## src/rtl/float_pkg.sv

```systemverilog
// rtl/float_pkg.sv - shared float16 field layout and converter FSM states
// Purpose: constants, float word layout and FSM state enum shared by the
//          packer and unfloater blocks.
// Contents: EXP_W, MAN_W, EXP_BIAS, EXP_SPECIAL, float16_t, state_t.
package float_pkg;

   localparam int          EXP_W       = 8;
   localparam int          MAN_W       = 7;
   localparam int          EXP_BIAS    = 127;
   localparam logic [7:0]  EXP_SPECIAL = 8'hFF;

   typedef struct packed {
      logic             sign;
      logic [EXP_W-1:0] exp;
      logic [MAN_W-1:0] man;
   } float16_t;

   typedef enum logic [1:0] {
      S_IDLE,
      S_ALIGN,
      S_DIGIT,
      S_DONE
   } state_t;

endpackage

```

## src/rtl/unfloater_if.sv

```systemverilog
// rtl/unfloater_if.sv - input/output handshake bundle of the unfloater
// Purpose: groups the float input handshake and the result handshake.
// Ports:   in_valid/in_ready/in_data (float word in),
//          out_valid/out_ready/out_sign/out_int/out_frac/out_ovf/out_special.
// Modports: slave = converter view, master = producer/consumer view.
interface unfloater_if #(
   parameter int DIGITS = 2
);
   logic                  in_valid;
   logic                  in_ready;
   logic [15:0]           in_data;
   logic                  out_valid;
   logic                  out_ready;
   logic                  out_sign;
   logic [7:0]            out_int;
   logic [4*DIGITS-1:0]   out_frac;
   logic                  out_ovf;
   logic                  out_special;

   modport slave (
      input  in_valid, in_data, out_ready,
      output in_ready, out_valid, out_sign, out_int, out_frac, out_ovf, out_special
   );

   modport master (
      output in_valid, in_data, out_ready,
      input  in_ready, out_valid, out_sign, out_int, out_frac, out_ovf, out_special
   );
endinterface

```

## src/rtl/frac_bcd_step.sv

```systemverilog
// rtl/frac_bcd_step.sv - one decimal digit from a binary fraction
// Purpose: combinational multiply-by-10 of a binary fraction; the integer
//          part of the product is the next BCD digit (always <= 9).
// Ports:   frac (in, FRAC_W), digit (out, 4), frac_next (out, FRAC_W).
module frac_bcd_step #(
   parameter int FRAC_W = 16
) (
   input  logic [FRAC_W-1:0] frac,
   output logic [3:0]        digit,
   output logic [FRAC_W-1:0] frac_next
);
   logic [FRAC_W+3:0] t;

   // frac*10 = frac*8 + frac*2
   assign t         = {1'b0, frac, 3'b000} + {3'b000, frac, 1'b0};
   assign digit     = t[FRAC_W+3:FRAC_W];
   assign frac_next = t[FRAC_W-1:0];
endmodule

```

## src/rtl/unfloater.sv

```systemverilog
// rtl/unfloater.sv - serial float16 to integer plus BCD fraction converter
// Purpose: converts {sign, exp[7:0], man[6:0]} into an 8-bit truncated
//          integer part and DIGITS truncated BCD fraction digits, one shift
//          per cycle during alignment and one digit per cycle afterwards.
// Ports:   clk, reset (async, active high), io (unfloater_if.slave).
// Config:  UNFLOATER_SATURATE_EN - overflow reports int=0xFF and all-9 digits
//          instead of zeros.
module unfloater
   import float_pkg::*;
#(
   parameter int DIGITS = 2,
   parameter int FRAC_W = 16
) (
   input  logic       clk,
   input  logic       reset,
   unfloater_if.slave io
);
   localparam int                 R_W     = 8 + FRAC_W;
   localparam int                 P_MIN_I = -FRAC_W;
   localparam logic signed [9:0]  P_MIN   = P_MIN_I[9:0];

   float16_t            w;
   state_t              state;
   logic [R_W-1:0]      r;
   logic [R_W-1:0]      r_load;
   logic [R_W-1:0]      r_next;
   logic [4:0]          cnt;
   logic                left;
   logic [FRAC_W-1:0]   f;
   logic [FRAC_W-1:0]   f_next;
   logic [3:0]          digit;
   logic [4*DIGITS-1:0] digit_ext;
   logic [2:0]          dcnt;
   logic signed [9:0]   p;
   logic [4:0]          p_abs;

   assign w         = io.in_data;
   assign p         = $signed({2'b00, w.exp}) - $signed(10'(EXP_BIAS));
   assign p_abs     = p[9] ? 5'(-p) : 5'(p);
   assign digit_ext = (4*DIGITS)'(digit);
   assign r_next    = left ? (r << 1) : (r >> 1);

   // Hidden one sits at the binary point, mantissa directly below it.
   always_comb begin
      r_load                      = '0;
      r_load[FRAC_W]              = 1'b1;
      r_load[FRAC_W-1 -: MAN_W]   = w.man;
   end

   frac_bcd_step #(.FRAC_W(FRAC_W)) u_step (
      .frac      (f),
      .digit     (digit),
      .frac_next (f_next)
   );

   always_ff @(posedge clk or posedge reset) begin
      if (reset) begin
         state          <= S_IDLE;
         r              <= '0;
         cnt            <= '0;
         left           <= 1'b0;
         f              <= '0;
         dcnt           <= '0;
         io.in_ready    <= 1'b1;
         io.out_valid   <= 1'b0;
         io.out_sign    <= 1'b0;
         io.out_int     <= '0;
         io.out_frac    <= '0;
         io.out_ovf     <= 1'b0;
         io.out_special <= 1'b0;
      end else begin
         case (state)
            S_IDLE: begin
               if (io.in_valid) begin
                  io.in_ready    <= 1'b0;
                  io.out_sign    <= w.sign;
                  io.out_int     <= '0;
                  io.out_frac    <= '0;
                  io.out_ovf     <= 1'b0;
                  io.out_special <= 1'b0;
                  r              <= '0;
                  f              <= '0;
                  dcnt           <= '0;
                  if (w.exp == '0) begin
                     state        <= S_DONE;
                     io.out_valid <= 1'b1;
                  end else if (w.exp == EXP_SPECIAL) begin
                     io.out_special <= 1'b1;
                     state          <= S_DONE;
                     io.out_valid   <= 1'b1;
                  end else if (p >= 10'sd8) begin
                     io.out_ovf <= 1'b1;
`ifdef UNFLOATER_SATURATE_EN
                     io.out_int  <= 8'hFF;
                     io.out_frac <= {DIGITS{4'h9}};
`endif
                     state        <= S_DONE;
                     io.out_valid <= 1'b1;
                  end else if (p < P_MIN) begin
                     state        <= S_DONE;
                     io.out_valid <= 1'b1;
                  end else if (p == 10'sd0) begin
                     // Already aligned: split the loaded word straight away.
                     io.out_int <= r_load[R_W-1:FRAC_W];
                     f          <= r_load[FRAC_W-1:0];
                     state      <= S_DIGIT;
                  end else begin
                     r     <= r_load;
                     cnt   <= p_abs;
                     left  <= ~p[9];
                     state <= S_ALIGN;
                  end
               end
            end

            S_ALIGN: begin
               r   <= r_next;
               cnt <= cnt - 5'd1;
               if (cnt == 5'd1) begin
                  io.out_int <= r_next[R_W-1:FRAC_W];
                  f          <= r_next[FRAC_W-1:0];
                  state      <= S_DIGIT;
               end
            end

            S_DIGIT: begin
               // Digits enter at the bottom and move up, so the first one ends
               // in the top nibble.
               io.out_frac <= (io.out_frac << 4) | digit_ext;
               f           <= f_next;
               dcnt        <= dcnt + 3'd1;
               if (dcnt == 3'(DIGITS-1)) begin
                  state        <= S_DONE;
                  io.out_valid <= 1'b1;
               end
            end

            S_DONE: begin
               if (io.out_ready) begin
                  io.out_valid <= 1'b0;
                  io.in_ready  <= 1'b1;
                  state        <= S_IDLE;
               end
            end

            default: state <= S_IDLE;
         endcase
      end
   end
endmodule

```

## src/flat_wrapper.sv

```systemverilog
// flat-port wrapper written by rule: the top's interface ports become plain ports
module unfloater_flat import float_pkg::*;
#(
   parameter int DIGITS = 2,
   parameter int FRAC_W = 16
)
  (clk, reset, io_in_valid, io_in_data, io_out_ready, io_in_ready, io_out_valid, io_out_sign, io_out_int, io_out_frac, io_out_ovf, io_out_special);
  unfloater_if #(.DIGITS(DIGITS)) io_i ();
  input  logic clk;
  input  logic reset;
  input wire logic [$bits(io_i.in_valid)-1:0] io_in_valid;
  input wire logic [$bits(io_i.in_data)-1:0] io_in_data;
  input wire logic [$bits(io_i.out_ready)-1:0] io_out_ready;
  output wire logic [$bits(io_i.in_ready)-1:0] io_in_ready;
  output wire logic [$bits(io_i.out_valid)-1:0] io_out_valid;
  output wire logic [$bits(io_i.out_sign)-1:0] io_out_sign;
  output wire logic [$bits(io_i.out_int)-1:0] io_out_int;
  output wire logic [$bits(io_i.out_frac)-1:0] io_out_frac;
  output wire logic [$bits(io_i.out_ovf)-1:0] io_out_ovf;
  output wire logic [$bits(io_i.out_special)-1:0] io_out_special;
  assign io_i.in_valid = io_in_valid;
  assign io_i.in_data = io_in_data;
  assign io_i.out_ready = io_out_ready;
  assign io_in_ready = io_i.in_ready;
  assign io_out_valid = io_i.out_valid;
  assign io_out_sign = io_i.out_sign;
  assign io_out_int = io_i.out_int;
  assign io_out_frac = io_i.out_frac;
  assign io_out_ovf = io_i.out_ovf;
  assign io_out_special = io_i.out_special;
  unfloater #(.DIGITS(DIGITS), .FRAC_W(FRAC_W)) u_core (.clk(clk), .reset(reset), .io(io_i));
endmodule
```

## config.mk

```make
export PLATFORM = sky130hd
export DESIGN_NAME = unfloater_flat
export DESIGN_NICKNAME = d
export VERILOG_FILES = /design/src/rtl/float_pkg.sv /design/src/rtl/unfloater_if.sv /design/src/rtl/frac_bcd_step.sv /design/src/rtl/unfloater.sv /design/src/flat_wrapper.sv
export SDC_FILE = /design/constraint.sdc
export NUM_CORES = 1
export LEC_CHECK = 0
export ABC_CLOCK_PERIOD_IN_PS = 3220
export CAP_MARGIN = 5
export CORE_MARGIN = 2
export CORE_UTILIZATION = 50
export CTS_BUF_LIST = sky130_fd_sc_hd__clkbuf_8
export CTS_CLUSTER_SIZE = 10
export DETAILED_ROUTE_END_ITERATION = 12
export DONT_BUFFER_PORTS = 1
export PLACE_DENSITY = 0.63
export SYNTH_ARGS = -nofsm -noshare
export SYNTH_HDL_FRONTEND = slang
export SYNTH_SLANG_ARGS = --single-unit
```

## constraint.sdc

```tcl
create_clock -name clk -period 3.22 [get_ports clk]
set_input_delay 0.644 -clock clk [delete_from_list [all_inputs] [get_ports clk]]
set_output_delay 0.644 -clock clk [all_outputs]
set_load 0.03 [all_outputs]
```

==> results.yml <==
placement:
  hpwlAfterDp_um: 7960
  gp_routability_congestion: 0.893
  pre_cts_slack_ns: 0.527
  portBuffers: 0
pwr:
  p_int_mw: 2.34
  pwr-share-clk: 0.191
  p_leak_nw: 2.28
  ir_drop_mv: 0.380
  combPwrFrac: 0.463
  switching_share: 0.452
  power.density_nw_per_um2: 832
  p_sw_mw: 1.92
  seqPwrFrac: 0.346
clocking:
  clk_pin_slew_worst_paths_ns: 0.08
  cts.hold.buffers_added: 0
  cts_tree: "built"
  htree_levels: 3
  cts_root_buffer: "clkbuf_8"
  clkSinkCount: 72
  cts-buffers-inserted: 9
  clk_latency_ns: 0.35
  cts_resized: 0
  clockBufferDepth: 2
  post-cts-setup-buffers: 0
sta:
  timing.fmax_mhz: 366
  setup_tns_ns: 0
  final.hold.worst_slack_ns: 0.0173
  finalHoldViolCount: 0
  final_max_slew_viol_count: 0
  slew_headroom: 0.397
  worst_slew_pin_slew_ns: 0.904
  fin_ws_ns: 0.488
  finalClockSkew_ns: 0.0143
  fin_crit_ns: 2.73
  grt_setup_unrepaired: "false"
  min_period_over_period: 0.848
  finalSetupViolations: 0
critical_path:
  cp_num_buf_inv: 0
  cp_max_fo: 3
  crit_type: "reg -> reg"
  start_kind: "flop"
  cpMaxStageDelayCell: "fa_1"
  crit_required_ns: 3.45
  slowest_delay_ns: 0.43
  end_kind: "flop"
  arrival_ns: 2.96
  crit_family: "compound AO/OA/AOI/OAI gates"
  crit_chain: "ha_1 > fa_1 > a211oi_1 > o21ai_0 > nand4_1 > a21boi_0 > o2111a_1 > or3_1"
hold_path:
  min-delay-path-class: "in -> async"
detailed_routing:
  via_per_inst: 5.94
  ant_nets: 0
  wire_per_inst_um: 17.0
  drc_errors: 0
  drt_iter0_drc: 178
  num_vias: 3908
  wl_um: 11200
  dr.pass1.iters: 5
final_layout:
  n_antenna_cell: 0
  fin_nets: 571
  area_growth_pct: 6.75
  drive_gt1_frac: 0.142
logic_synthesis:
  syn_area_per_cell_um2: 8.99
  synth_top_area_share: 0.370
  synth_cells: 534
  async_reset_ff_frac: 1.00
  syn_nets: 580
  synth_seq_cells: 72
  synth_cell_type_count: 73
  syn-cell-area_um2: 4800
  ys_seq_area_frac: 0.376
  ys.flop_type: "dfrtp_1"
  yosys.area.top_type: "dfrtp_1"
  ys_warn_count: 0
  synth-edff-count: 0
  synth_area_leaders: "dfrtp_1 37%, nand2_1 7.0%, ha_1 6.5%"
outcome:
  status: "complete, no violations"
die:
  dieHeight_um: 102
  initial_core_util: 0.517
  die_x_um: 102
  fp.coreArea_um2: 9280
  rows: 35
  die_area_um2: 10400
  io_pins: 41
global_route:
  grt_max_degree: 70
  grt_pass1_wl_um: 18800
  grt_use_met1: 0.302
  grt_pass1_vias: 3882
  use_met3: 0.0451
  grt_overflow_total: 0
  grt_antenna_before_repair: 0
  busiest_layer: "met2"
  gr-usage-met2: 0.374
  grt_usage: 0.227
run:
  max_cap_viol_count: 0
## per-stage QoR
step / utilization / area, um2 / instances / power (mW)
global route: 0.552 / 5120 / 658 / 4.62
floorplan: - / 4800 / 534 / 3.00
finish: 0.552 / 5120 / 658 / 4.26
global placement: 0.528 / 4900 / 643 / 3.40
CTS: 0.552 / 5120 / 658 / 4.28
detailed placement: 0.528 / 4900 / 643 / 3.46
## layer usage
layer | routed length [um] | share of wire
met1 | 5060 | 0.45
met2 | 5440 | 0.49
met3 | 524 | 0.047
met4 | 138 | 0.012
met5 | 0 | 0
## logic make-up (layout without fill, tap and decap cells)
logic type / count (synthesis) / count (layout) / share of synthesized area
xor+xnor: 11 / 11 / 0.0216
fa+ha+maj: 26 / 26 / 0.0694
mux: 32 / 32 / 0.0720
buf+inv: 44 / 39 / 0.0368
compound gates: 171 / 171 / 0.243
simple gates: 178 / 178 / 0.181
flops: 72 / 72 / 0.376
## Yosys cell counts, drive strengths merged, types with 3 or more instances
cell type  instances
xor2               5
and3               8
a31oi              6
nor3               9
nand3             11
nor4               3
a221oi             6
dfrtp             71
a22oi              3
and2               5
or2                3
nor2              32
a21oi             35
a31o               3
a21boi             4
a21o               7
clkbuf            20
inv               17
mux2              20
a211oi            11
buf                7
xnor2              6
nand2             90
a22o               9
o21ai             57
o21a               4
mux2i             12
o31ai              3
ha                25
nand4              4
nor2b              3
## power by group through the flow
stage	Clock [mW]	Sequential, mW	Combinational, mW
floorplan	0	1.41	1.59
global placement	0	1.48	1.92
detailed placement	0	1.49	1.97
CTS	0.828	1.48	1.98
global route	0.872	1.51	2.23
finish	0.813	1.48	1.97
## state kept, by name (all words and copies together) (netlist names)
name                   count
u_core.cnt                 5
u_core.dcnt                3
u_core.f                  16
u_core.io.in_ready         1
u_core.io.out_frac         8
u_core.io.out_int          8
u_core.io.out_ovf          1
u_core.io.out_sign         1
u_core.io.out_special      1
u_core.io.out_valid        1
u_core.left                1
u_core.r                  24
u_core.state               2
## path summary, 6_finish.rpt
| path | from | end | slack, ns | depth (start not counted) |
|---|---|---|---|---|
| worst max register to register | u_core.f[0] | u_core.io.out_frac[1] | 0.49 | 8 |
| max in group asynchronous | reset | u_core.f[2] | 2.12 | 2 |
| worst max-delay path | u_core.f[0] | u_core.io.out_frac[1] | 0.49 | 8 |
| worst min-delay path | reset | u_core.io.out_special | 0.02 | 1 |
| min in group clk | io_in_data[7] | u_core.cnt[0] | 0.37 | 1 |
| worst min register to register | u_core.r[0] | u_core.r[0] | 0.50 | 2 |
## placed cells by master (no fill, tap or decap), types with 3 or more instances in the layout
cell | Yosys | final
a22o_1 | 9 | 9
clkbuf_8 | 0 | 11
xor2_1 | 5 | 5
and3_1 | 3 | 3
a31o_2 | 3 | 3
buf_4 | 2 | 7
a22oi_1 | 3 | 3
a21oi_1 | 34 | 34
o21a_1 | 4 | 4
nand3_1 | 11 | 11
xnor2_1 | 5 | 5
a221oi_1 | 4 | 4
or2_2 | 3 | 3
mux2i_1 | 12 | 12
a21o_1 | 5 | 5
nor4_4 | 3 | 3
nand2_1 | 89 | 89
ha_1 | 25 | 25
a211oi_1 | 10 | 10
and2_1 | 4 | 4
inv_1 | 17 | 17
nor2b_1 | 3 | 3
o31ai_1 | 3 | 3
o21ai_0 | 54 | 54
a21boi_0 | 4 | 4
and3_4 | 4 | 4
mux2_2 | 20 | 20
nand4_1 | 4 | 4
nor2_1 | 32 | 31
dfrtp_1 | 71 | 71
nor3_1 | 8 | 8
a31oi_1 | 4 | 4
## layout make-up
class | count | area [um2]
clock buffer | 11 | 151
inverter | 17 | 63.8
multi-input combinational | 418 | 2820
sequential | 72 | 1800
fill | 860 | 4160
tap | 129 | 161
timing repair buffer | 7 | 52.6
clock inverter | 4 | 68.8
Power figures use the tool's default switching activity.
